[config.mk]
export PLATFORM = sky130hd
export DESIGN_NAME = dot11_rx_ctrl
export DESIGN_NICKNAME = d
export VERILOG_FILES = /design/src/rtl/dot11_rx_ctrl_pkg.sv /design/src/rtl/dot11_rx_ctrl_sample_timer.sv /design/src/rtl/dot11_rx_ctrl.sv
export SDC_FILE = /design/constraint.sdc
export NUM_CORES = 1
export LEC_CHECK = 0
export BUFFER_PORTS_ARGS = -buffer_cell sky130_fd_sc_hd__buf_2
export CAP_MARGIN = 40
export CORE_ASPECT_RATIO = 0.75
export CORE_MARGIN = 2
export CORE_UTILIZATION = 55
export CTS_CLUSTER_SIZE = 12
export DETAILED_ROUTE_END_ITERATION = 7
export GPL_TIMING_DRIVEN = 0
export PLACE_DENSITY = 0.84
export RECOVER_POWER = 100
export SETUP_SLACK_MARGIN = 0.1
export SLEW_MARGIN = 5
export SYNTH_ARGS = -nofsm -noshare
export SYNTH_HDL_FRONTEND = slang
export SYNTH_SLANG_ARGS = --single-unit
[constraint.sdc]
create_clock -name clock -period 6.3 [get_ports clock]
set_input_delay 0.945 -clock clock [delete_from_list [all_inputs] [get_ports clock]]
set_output_delay 0.945 -clock clock [all_outputs]
set_load 0.02 [all_outputs]
[src/rtl/dot11_rx_ctrl_pkg.sv]
// Shared encodings for the dot11 receive sequencer: FSM states, packet status codes
// and a helper that sizes the sample timer.
package dot11_rx_ctrl_pkg;

  typedef enum logic [2:0] {
    S_IDLE    = 3'd0,
    S_ARM     = 3'd1,
    S_HEADER  = 3'd2,
    S_PAYLOAD = 3'd3,
    S_FLUSH   = 3'd4
  } rx_state_e;

  typedef enum logic [1:0] {
    ST_FCS_OK  = 2'd0,
    ST_FCS_ERR = 2'd1,
    ST_TIMEOUT = 2'd2,
    ST_PREEMPT = 2'd3
  } rx_status_e;

  localparam int BYTE_CNT_W = 16;

  // Width needed to hold the larger of the two timeout limits.
  function automatic int timer_width(input int a, input int b);
    int m;
    m = (a > b) ? a : b;
    return $clog2(m + 1);
  endfunction

endpackage

[src/rtl/dot11_rx_ctrl_sample_timer.sv]
// Sample-strobe counter for the receive sequencer: cleared on request, saturates,
// and flags when the count has reached the supplied limit.
module dot11_rx_ctrl_sample_timer #(
  parameter int W = 10
) (
  input  logic         clock,
  input  logic         reset,
  input  logic         clr,
  input  logic         tick,
  input  logic [W-1:0] limit,
  output logic         expired
);

  logic [W-1:0] count_q;
  logic [W-1:0] count_d;

  // Clear takes precedence so a strobe landing on a state entry is not counted.
  always_comb begin
    count_d = count_q;
    if (clr) begin
      count_d = '0;
    end else if (tick && (count_q != '1)) begin
      count_d = count_q + 1'b1;
    end
  end

  always_ff @(posedge clock) begin
    if (reset) begin
      count_q <= '0;
    end else begin
      count_q <= count_d;
    end
  end

  assign expired = (count_q >= limit);

endmodule

[src/rtl/dot11_rx_ctrl.sv]
// Receive sequencer around the dot11 core: arms preamble search, supervises each packet
// through FCS with sample-based timeouts, flushes the core and keeps packet statistics.
//
// state     | meaning
// S_IDLE    | reception disabled, core held in reset
// S_ARM     | core enabled, waiting for short preamble or header
// S_HEADER  | preamble seen, waiting for header (HDR_TIMEOUT samples)
// S_PAYLOAD | counting bytes until FCS (BYTE_TIMEOUT samples per gap)
// S_FLUSH   | core reset for RST_CYCLES clocks, core strobes ignored
module dot11_rx_ctrl
  import dot11_rx_ctrl_pkg::*;
#(
  parameter int HDR_TIMEOUT  = 800,
  parameter int BYTE_TIMEOUT = 200,
  parameter int RST_CYCLES   = 4,
  parameter int CNT_W        = 16
) (
  input  logic                  clock,
  input  logic                  reset,
  input  logic                  rx_enable,
  input  logic                  tx_busy,
  input  logic                  stat_clr,
  input  logic                  sample_in_strobe,
  input  logic                  short_preamble_detected,
  input  logic                  pkt_header_valid_strobe,
  input  logic [15:0]           pkt_len,
  input  logic                  byte_out_strobe,
  input  logic                  fcs_out_strobe,
  input  logic                  fcs_ok,
  output logic                  core_enable,
  output logic                  core_reset,
  output logic [2:0]            ctrl_state,
  output logic                  pkt_done_stb,
  output logic [1:0]            pkt_status,
  output logic [BYTE_CNT_W-1:0] byte_cnt,
  output logic [CNT_W-1:0]      pkt_ok_cnt,
  output logic [CNT_W-1:0]      pkt_err_cnt,
  output logic [CNT_W-1:0]      abort_cnt
);

  localparam int TMR_W = timer_width(HDR_TIMEOUT, BYTE_TIMEOUT);
  localparam int FL_W  = $clog2(RST_CYCLES + 1);
  localparam logic [TMR_W-1:0] HDR_LIM  = TMR_W'(HDR_TIMEOUT);
  localparam logic [TMR_W-1:0] BYTE_LIM = TMR_W'(BYTE_TIMEOUT);
  localparam logic [FL_W-1:0]  FL_LOAD  = FL_W'(RST_CYCLES - 1);

  rx_state_e             state_q, state_d;
  rx_status_e            status_q, status_d;
  logic [FL_W-1:0]       flush_q, flush_d;
  logic                  spd_q, spd_d;
  logic [BYTE_CNT_W-1:0] byte_cnt_q, byte_cnt_d;
  logic [15:0]           pkt_len_q, pkt_len_d;
  logic                  done_stb_q, done_stb_d;
  logic                  core_en_q, core_en_d;
  logic                  core_rst_q, core_rst_d;
  logic [CNT_W-1:0]      ok_q, ok_d;
  logic [CNT_W-1:0]      err_q, err_d;
  logic [CNT_W-1:0]      abort_q, abort_d;

  logic             rx_go;
  logic             tmr_clr;
  logic             tmr_expired;
  logic [TMR_W-1:0] tmr_limit;
  logic             unused_pkt_len;

  assign rx_go     = rx_enable && !tx_busy;
  assign tmr_limit = (state_q == S_HEADER) ? HDR_LIM : BYTE_LIM;

  dot11_rx_ctrl_sample_timer #(.W(TMR_W)) u_sample_timer (
    .clock   (clock),
    .reset   (reset),
    .clr     (tmr_clr),
    .tick    (sample_in_strobe),
    .limit   (tmr_limit),
    .expired (tmr_expired)
  );

  always_comb begin
    state_d    = state_q;
    status_d   = status_q;
    flush_d    = flush_q;
    byte_cnt_d = byte_cnt_q;
    pkt_len_d  = pkt_len_q;
    done_stb_d = 1'b0;
    tmr_clr    = 1'b0;
    spd_d      = short_preamble_detected;

    unique case (state_q)
      S_IDLE: begin
        if (rx_go) state_d = S_ARM;
      end
      S_ARM: begin
        if (!rx_go) begin
          state_d = S_IDLE;
        end else if (pkt_header_valid_strobe) begin
          state_d    = S_PAYLOAD;
          pkt_len_d  = pkt_len;
          byte_cnt_d = '0;
        end else if (short_preamble_detected && !spd_q) begin
          state_d = S_HEADER;
        end
      end
      S_HEADER: begin
        if (!rx_go) begin
          state_d    = S_FLUSH;
          status_d   = ST_PREEMPT;
          done_stb_d = 1'b1;
        end else if (pkt_header_valid_strobe) begin
          state_d    = S_PAYLOAD;
          pkt_len_d  = pkt_len;
          byte_cnt_d = '0;
        end else if (tmr_expired) begin
          state_d    = S_FLUSH;
          status_d   = ST_TIMEOUT;
          done_stb_d = 1'b1;
        end
      end
      S_PAYLOAD: begin
        if (byte_out_strobe) begin
          tmr_clr = 1'b1;
          if (byte_cnt_q != '1) byte_cnt_d = byte_cnt_q + 1'b1;
        end
        // A completed FCS is reported even when preemption lands in the same cycle.
        if (fcs_out_strobe) begin
          state_d    = S_FLUSH;
          status_d   = fcs_ok ? ST_FCS_OK : ST_FCS_ERR;
          done_stb_d = 1'b1;
        end else if (!rx_go) begin
          state_d    = S_FLUSH;
          status_d   = ST_PREEMPT;
          done_stb_d = 1'b1;
        end else if (tmr_expired) begin
          state_d    = S_FLUSH;
          status_d   = ST_TIMEOUT;
          done_stb_d = 1'b1;
        end
      end
      S_FLUSH: begin
        if (flush_q == '0) begin
          state_d = rx_go ? S_ARM : S_IDLE;
        end else begin
          flush_d = flush_q - 1'b1;
        end
      end
      default: state_d = S_IDLE;
    endcase

    if (state_d != state_q) tmr_clr = 1'b1;
    if ((state_d == S_FLUSH) && (state_q != S_FLUSH)) flush_d = FL_LOAD;

    core_en_d  = (state_d == S_ARM) || (state_d == S_HEADER) || (state_d == S_PAYLOAD);
    core_rst_d = (state_d == S_IDLE) || (state_d == S_FLUSH);
  end

  always_comb begin
    ok_d    = ok_q;
    err_d   = err_q;
    abort_d = abort_q;
    if (stat_clr) begin
      ok_d    = '0;
      err_d   = '0;
      abort_d = '0;
    end else if (done_stb_d) begin
      unique case (status_d)
        ST_FCS_OK:  if (ok_q != '1) ok_d = ok_q + 1'b1;
        ST_FCS_ERR: if (err_q != '1) err_d = err_q + 1'b1;
        default:    if (abort_q != '1) abort_d = abort_q + 1'b1;
      endcase
    end
  end

  always_ff @(posedge clock) begin
    if (reset) begin
      state_q    <= S_IDLE;
      status_q   <= ST_FCS_OK;
      flush_q    <= '0;
      spd_q      <= 1'b0;
      byte_cnt_q <= '0;
      pkt_len_q  <= '0;
      done_stb_q <= 1'b0;
      core_en_q  <= 1'b0;
      core_rst_q <= 1'b1;
      ok_q       <= '0;
      err_q      <= '0;
      abort_q    <= '0;
    end else begin
      state_q    <= state_d;
      status_q   <= status_d;
      flush_q    <= flush_d;
      spd_q      <= spd_d;
      byte_cnt_q <= byte_cnt_d;
      pkt_len_q  <= pkt_len_d;
      done_stb_q <= done_stb_d;
      core_en_q  <= core_en_d;
      core_rst_q <= core_rst_d;
      ok_q       <= ok_d;
      err_q      <= err_d;
      abort_q    <= abort_d;
    end
  end

  // Header length is held for the host side; nothing in this block consumes it yet.
  assign unused_pkt_len = ^pkt_len_q;

  assign ctrl_state   = state_q;
  assign pkt_status   = status_q;
  assign pkt_done_stb = done_stb_q;
  assign byte_cnt     = byte_cnt_q;
  assign core_enable  = core_en_q;
  assign core_reset   = core_rst_q;
  assign pkt_ok_cnt   = ok_q;
  assign pkt_err_cnt  = err_q;
  assign abort_cnt    = abort_q;

endmodule

Word-level counts from Yosys, hierarchy flattened
Cells that the tools add are included.

cells by class
  add/sub/neg operators = 6
  order comparisons = 1
  equality and inequality tests = 21
  mux-type cells = 37
  bitwise operators = 2
  reduce and logical (&&, ||, !) cells = 26

operators by type and width
  operator                                                                number
  16-bit by 1-bit adder with 16-bit output (second input constant)        4
  16-bit two-way mux                                                      4
  16-bit != test (second input constant)                                  4
  16-bit case mux with 2 select lines                                     1
  3-bit two-way mux                                                       10
  2-bit two-way mux                                                       8
  3-bit case mux with 5 select lines                                      1
  3-bit by 2-bit equality test with 1-bit output (second input constant)  4
  10-bit by 1-bit adder with 10-bit output (second input constant)        1
  10-bit greater-or-equal comparator                                      1
  1-bit two-way mux                                                       10
  10-bit two-way mux                                                      1
  10-bit != test (second input constant)                                  1
  2-bit OR reduction                                                      5
  3-bit zero test                                                         3
  3-bit AND reduction                                                     3
  3-bit by 1-bit equality test with 1-bit output (second input constant)  2
  3-bit equality test (second input constant)                             2
  2-bit by 1-bit != test with 1-bit output (second input constant)        3
  5-bit AND reduction                                                     1
  1-bit logical AND                                                       4
  2-bit != test (second input constant)                                   2
  2-bit case mux with 2 select lines                                      1
  2-bit AND reduction                                                     2
  10 further kinds                                                        15

word-level totals
  register bits after elaboration = 86
  output and inout port bits = 72
  logic and storage cells = 106

Depth between registers and ports, before layout
  depth in word-level cells = 11
  depth in mapped cells = 14
  mapped depth without buffers = 10

Modules after synthesis
From an unflattened synthesis, not the netlist that was laid out.

second synthesis, totals
  cells, all modules = 546
  area total of the unflattened synthesis = 4515.6 µm²

by module, submodules not included
  module                      times used  cells each  area each (µm²)
  dot11_rx_ctrl               1           456         3743.6
  dot11_rx_ctrl_sample_timer  1           90          772.0

Worst setup path before layout
Ideal clock, no wire load.

  path type = register -> register
  start = register state_q[1], in the netlist ctrl_state[1]
  end = register core_rst_q, in the netlist core_reset
  arrival time = 2.989 ns
  data required time = 6.186 ns
  setup slack = 3.197 ns
  stages on the path, launching flop included = 14
  buffers on the path = 3
  period minus slack after synthesis = 3.103 ns
  cell sequence = dfxtp_1 > buf_2 > nand2b_1 > buf_2 > nor2_1 > inv_1 > ha_1 > and4b_1 > a221oi_2 > o221ai_2 > buf_6 > or4_4 > nor3b_1 > a21o_1

on the way
  longest elaborated chain between the ends = 9
  elaborated cells on any way between the ends = 21
  classes of those cells = 1 x order compare; 5 x eq/ne; 12 x mux; 3 x reduce/logical

RTL lines
  element                                                 RTL line                                    text
  from (decl)                                             dot11_rx_ctrl.sv:47                         rx_state_e state_q, state_d;
  from (signal assigned)                                  dot11_rx_ctrl.sv:187                        state_q <= state_d;
  3-bit by 2-bit equality test with 1-bit output          dot11_rx_ctrl.sv:67, dot11_rx_ctrl.sv:88
  10-bit two-way mux                                      dot11_rx_ctrl.sv:67                         assign tmr_limit = (state_q == S_HEADER) ? HDR_LIM : BYTE_LIM;
  10-bit greater-or-equal comparator                      dot11_rx_ctrl_sample_timer.sv:35            assign expired = (count_q >= limit);
  3-bit two-way mux                                       dot11_rx_ctrl.sv:112, dot11_rx_ctrl.sv:132
  3-bit two-way mux (on tied branches)                    dot11_rx_ctrl.sv:128, dot11_rx_ctrl.sv:108
  3-bit two-way mux (on tied branches)                    dot11_rx_ctrl.sv:124, dot11_rx_ctrl.sv:104
  3-bit case mux with 5 select lines *                    dot11_rx_ctrl.sv:88                         unique case (state_q)
  3-bit equality test or 3-bit zero test (tied branches)  dot11_rx_ctrl.sv:152                        core_rst_d = (state_d == S_IDLE) || (state_d == S_FLUSH);
  1-bit logical OR *                                      dot11_rx_ctrl.sv:152
  to (signal assigned)                                    dot11_rx_ctrl.sv:195                        core_rst_q <= core_rst_d;
  to (decl)                                               dot11_rx_ctrl.sv:55                         logic core_rst_q, core_rst_d;

Mark *: on every way between the ends. The rest lies on a longest branch, timed or not.
A chain may end at the register's enable or synchronous reset.

Worst setup path after layout
  start = register state_q[1], in the netlist ctrl_state[1]
  end = register u_sample_timer.count_q[2]

on the way
  longest elaborated chain between the ends = 10
  elaborated cells on any way between the ends = 22
  classes of those cells = 1 x order compare; 5 x eq/ne; 14 x mux; 2 x reduce/logical

RTL lines
  element                                         RTL line                                    text
  3-bit by 2-bit equality test with 1-bit output  dot11_rx_ctrl.sv:67, dot11_rx_ctrl.sv:88
  10-bit two-way mux                              dot11_rx_ctrl.sv:67
  10-bit greater-or-equal comparator              dot11_rx_ctrl_sample_timer.sv:35
  3-bit two-way mux                               dot11_rx_ctrl.sv:112, dot11_rx_ctrl.sv:132
  3-bit two-way mux (on tied branches)            dot11_rx_ctrl.sv:128, dot11_rx_ctrl.sv:108
  3-bit two-way mux (on tied branches)            dot11_rx_ctrl.sv:124, dot11_rx_ctrl.sv:104
  3-bit case mux with 5 select lines              dot11_rx_ctrl.sv:88
  3-bit != test                                   dot11_rx_ctrl.sv:148                        if (state_d != state_q) tmr_clr = 1'b1;
  1-bit two-way mux *                             dot11_rx_ctrl.sv:148
  2-bit OR reduction (no line) *                  --
  to (signal assigned)                            dot11_rx_ctrl_sample_timer.sv:31            count_q <= count_d;
  to (decl)                                       dot11_rx_ctrl_sample_timer.sv:14            logic [W-1:0] count_q;

Marks and branches as above.

==> metrics.md <==
| Metric | Value |
|---|---|
| Post-CTS Hold Buffers | 0 |
| Yosys synthesis warning count | 0 |
| Dpl hpwl | 7.67 mm |
| CTS Sinks | 86 |
| Post-DRT Antenna Nets | 0 |
| Post-Syn Area | 4410 sq um |
| Wire length per cell | between 10 and 15 microns |
| Area Overhead vs Synth | 12.8% |
| VDD IR-drop max | 0.159 mV |
| Maxcap violations | 0 |
| I/O pin count | roughly 100 |
| Main combinational cell family by area after synthesis | simple AND/OR/NAND/NOR gates |
| CORE AREA | 7850 sq um |
| Critical-path cell list | clkbuf_1, nand2b_1, clkbuf_1, nor2_1, inv_1, ha_1, and4b_1, a221oi_1, o221ai_2, clkbuf_1, a2111oi_0, o311ai_2, nor3_1 |
| Critical R2R Capture | u_sample_timer.count_q[2]$_SDFFE_PP0P_ |
| Root buf cell | clkbuf_8 |
| WP data arrival | 4.22 ns |
| M3 GR Usage | 0.0714 |
| Worst-skew pair later-pin latency | around 0.38 ns |
| Slew Limit Fails | 0 |
| Commonest register cell after synthesis | dfxtp_1 |
| Post-synthesis compound-gate area fraction | 0.155 |
| Worst setup SP type | flip-flop |
| GRT Util Overall | 0.253 |
| Async S/R FF share, synth | 0 |
| Post-CTS Setup Bufs | 0 |
| Fmax | between 200 and 300 MHz |
| Clk slew on worst S/H paths | 0.08 ns |
| Worst slew margin | 0.518 |
| IO buf count | 82 |
| Synth Area in Simple Gates | 0.278 |
| Global-route wire length before repair | 17.7 mm |
| Worst min path class | flip-flop to flip-flop |
| Xor and xnor area share after synthesis | 0.0874 |
| Critical Path Slowest Stage Cell | a2111oi_0 |
| Hold EP | pkt_status[0]$_SDFF_PP0_ |
| Largest stage delay on the critical path | 0.57 ns |
| Vias/cell | 5.79 |
| Status | finished clean |
| Grt ovf | 0 |
| Hold Violations, Final | 0 |
| Largest net degree at the start of global routing | 14 |
| Post-Syn Instances | 519 |
| Worst hold start | pkt_status[0]$_SDFF_PP0_ |
| Netlist cell types | 57 |
| Synthesized flop and latch total | 86 |
| R2R Setup Slk | 2.38 ns |
| Clock skew | between 0.009 and 0.01 ns |
| WHS Path Cells | 2 |
| Clk buf depth | 2 |
| Row count | 28 |
| TNS Setup | 0 ns |
| Final #Nets | 654 |
| Final min period | 3.92 ns |
| Average cell area after synthesis | between 8 and 9 sq um |
| DRC Markers | 0 |
| CTS H-tree depth | 3 |
| Setup slack at placement | 3.03 ns |
| Starting density of the core | 0.562 |
| Grt met1 use | 0.319 |
| Cell mode on critical path | clkbuf_1 |
| Fraction of final layout cells sized beyond drive strength 1 | 0.0485 |
| Number of DRC markers in iteration 0 | 221 |
| Adder-Cell Fraction of Synth Area | 0.0420 |
| CP max FO | 10 |
| CTS tree | built |
| Net Count, Synth | 560 |
| Multiplexer share of the synthesized area | 0.00681 |
| Reg2Reg Launch Point | ctrl_state[1]$_SDFF_PP0_ |
| Pre-antenna DRT Iters | 6 |
| DIE AREA | 8760 sq um |
| Ant. Diodes | 0 |
| Actual slew at the worst max-slew pin | a little over 0.7 ns |
| Part of the cycle the worst path needs | 0.622 |
| Cts repair resizes | 0 |
| Vias in the first global route | 3,857 |
| Final setup violating endpoints | 0 |
| Initial antenna violation count | 0 |
| WL final | 10.6 mm |
| CTS Buf Count | 9 |
| R2r worst-path depth | 13 |
| Pwr per Cell Area | between 150 and 200 nW/um^2 |
| Crit. End Element | flip-flop |
| RSZ-0062 raised after global routing | false |
| Setup ws final | 2.38 ns |
| Most Crowded Layer GR | met2 |
| Register area share after synthesis | 0.390 |
| Gpl congestion | 0.882 |
| Lkg Pwr | 1.68 nW |
| Vias post-DR | 4,184 |
| Setup Crit Path Kind | flip-flop to flip-flop |
| Chip width | 107 microns |
| Die Y | a little over 80 microns |
| CP required | 6.60 ns |
| Met2 Use GR | 0.421 |
| Number of synthesized flops with an enable pin | 0 |
-- kinds of logic after synthesis --
kind of cell,Yosys count
AND/OR/NAND/NOR,230
AO/OA/AOI/OAI,98
flip-flops,86
XOR/XNOR,44
buffers and inverters,43
adder cells (fa/ha/maj),15
multiplexers,3
-- cell type report --
type,count,area (sq um)
clock buffers,13,149
clock inverters,3,20.0
plain buffers,23,90.1
well taps,105,131
inverters,20,75.1
flip-flops and latches,86,1720
repair buffers,83,320
fillers,760,2870
multi-input cells,390,2470
-- cell usage after synthesis (all sizes together) (2+ instances only) --
library cell  instances  area share
buf                  10       0.012
nor3b                 3      0.0051
nand4                23       0.033
and4                  8       0.016
o311ai                2      0.0057
or4                  11       0.020
xor2                 19       0.038
clkbuf               13       0.011
o211ai                5      0.0085
a2111oi               3       0.010
dfxtp                86        0.39
inv                  20       0.017
o21a                  4      0.0068
nor2b                 4      0.0057
nand2b                8       0.011
a31oi                 2      0.0028
and2                  6      0.0085
nand3                22       0.025
o31ai                 8       0.014
xnor2                25       0.050
ha                   14       0.040
a21oi                38       0.043
a221oi                2      0.0054
mux2i                 3      0.0068
and3                 17       0.024
o21ai                15       0.017
o2111ai               2      0.0040
nand3b                2      0.0034
a41oi                 2      0.0074
or3                  15       0.021
a21o                  2      0.0034
nor3                  9       0.010
a211oi                4      0.0068
nor4                  5      0.0085
nor2                 61       0.052
nand2                32       0.027
a41o                  2      0.0045
-- cells in the final DEF (no fill, tap or decap), types with 10 or more instances in the layout --
master,instances
inv_1,20
and3_1,17
nand3_1,22
dfxtp_1,86
or3_1,15
xnor2_1,25
ha_1,14
clkbuf_8,10
nor2_1,61
or4_1,11
o21ai_0,15
nand4_1,23
a21oi_1,38
nand2_1,32
clkbuf_1,99
xor2_1,19
-- where the power goes --
group / internal [mW] / switching [mW] / total, mW
registers: 0.546 / 0.00186 / 0.547
logic: 0.0121 / 0.0307 / 0.0428
clock network: 0.154 / 0.198 / 0.352
total: 0.712 / 0.231 / 0.942
-- state kept, by name (all words and copies together) (netlist names) --
| name | count |
|---|---|
| pkt_err_cnt | 16 |
| core_reset | 1 |
| core_enable | 1 |
| spd_q | 1 |
| flush_q | 3 |
| pkt_ok_cnt | 16 |
| u_sample_timer.count_q | 10 |
| pkt_status | 2 |
| pkt_done_stb | 1 |
| abort_cnt | 16 |
| ctrl_state | 3 |
| byte_cnt | 16 |
-- per-layer routing --
| layer | part of all wire | wire length, microns |
|---|---|---|
| met5 | 0 | 0 |
| met4 | 0.012 | 132 |
| met3 | 0.071 | 753 |
| met2 | 0.47 | 4950 |
| met1 | 0.45 | 4770 |
-- critical path, delay by kind of cell (launching register included) --
family	cells	cell delay (ns)
compound gates	4	1.51
buf+inv	4	0.89
simple gates	4	0.80
flops	1	0.34
fa+ha+maj	1	0.32
-- worst max path at each step --
| stage | from | end | cells after the start |
|---|---|---|---|
| 2_1_floorplan | ctrl_state[1]$_SDFF_PP0_ | core_reset$_SDFF_PP1_ | 13 |
| 3_3_place_gp | ctrl_state[1]$_SDFF_PP0_ | abort_cnt[8]$_SDFFE_PP0P_ | 14 |
| 3_5_place_dp | ctrl_state[1]$_SDFF_PP0_ | abort_cnt[1]$_SDFFE_PP0P_ | 14 |
| 4_1_cts | ctrl_state[1]$_SDFF_PP0_ | abort_cnt[1]$_SDFFE_PP0P_ | 14 |
| 5_1_grt | ctrl_state[1]$_SDFF_PP0_ | u_sample_timer.count_q[2]$_SDFFE_PP0P_ | 13 |
| 6_report | ctrl_state[1]$_SDFF_PP0_ | u_sample_timer.count_q[2]$_SDFFE_PP0P_ | 13 |
-- stage by stage --
step                 util  power, mW  instances  instance area, sq um  hold WS [ns]
floorplan               -      0.587        519                  4410         0.462
global placement    0.631      0.603        706                  4950         0.465
detailed placement  0.632      0.604        707                  4960         0.465
CTS                 0.653      0.952        723                  5130         0.483
global route        0.634      0.979        723                  4970         0.498
finish              0.634      0.942        723                  4970         0.490
Power figures use the tool's default switching activity.
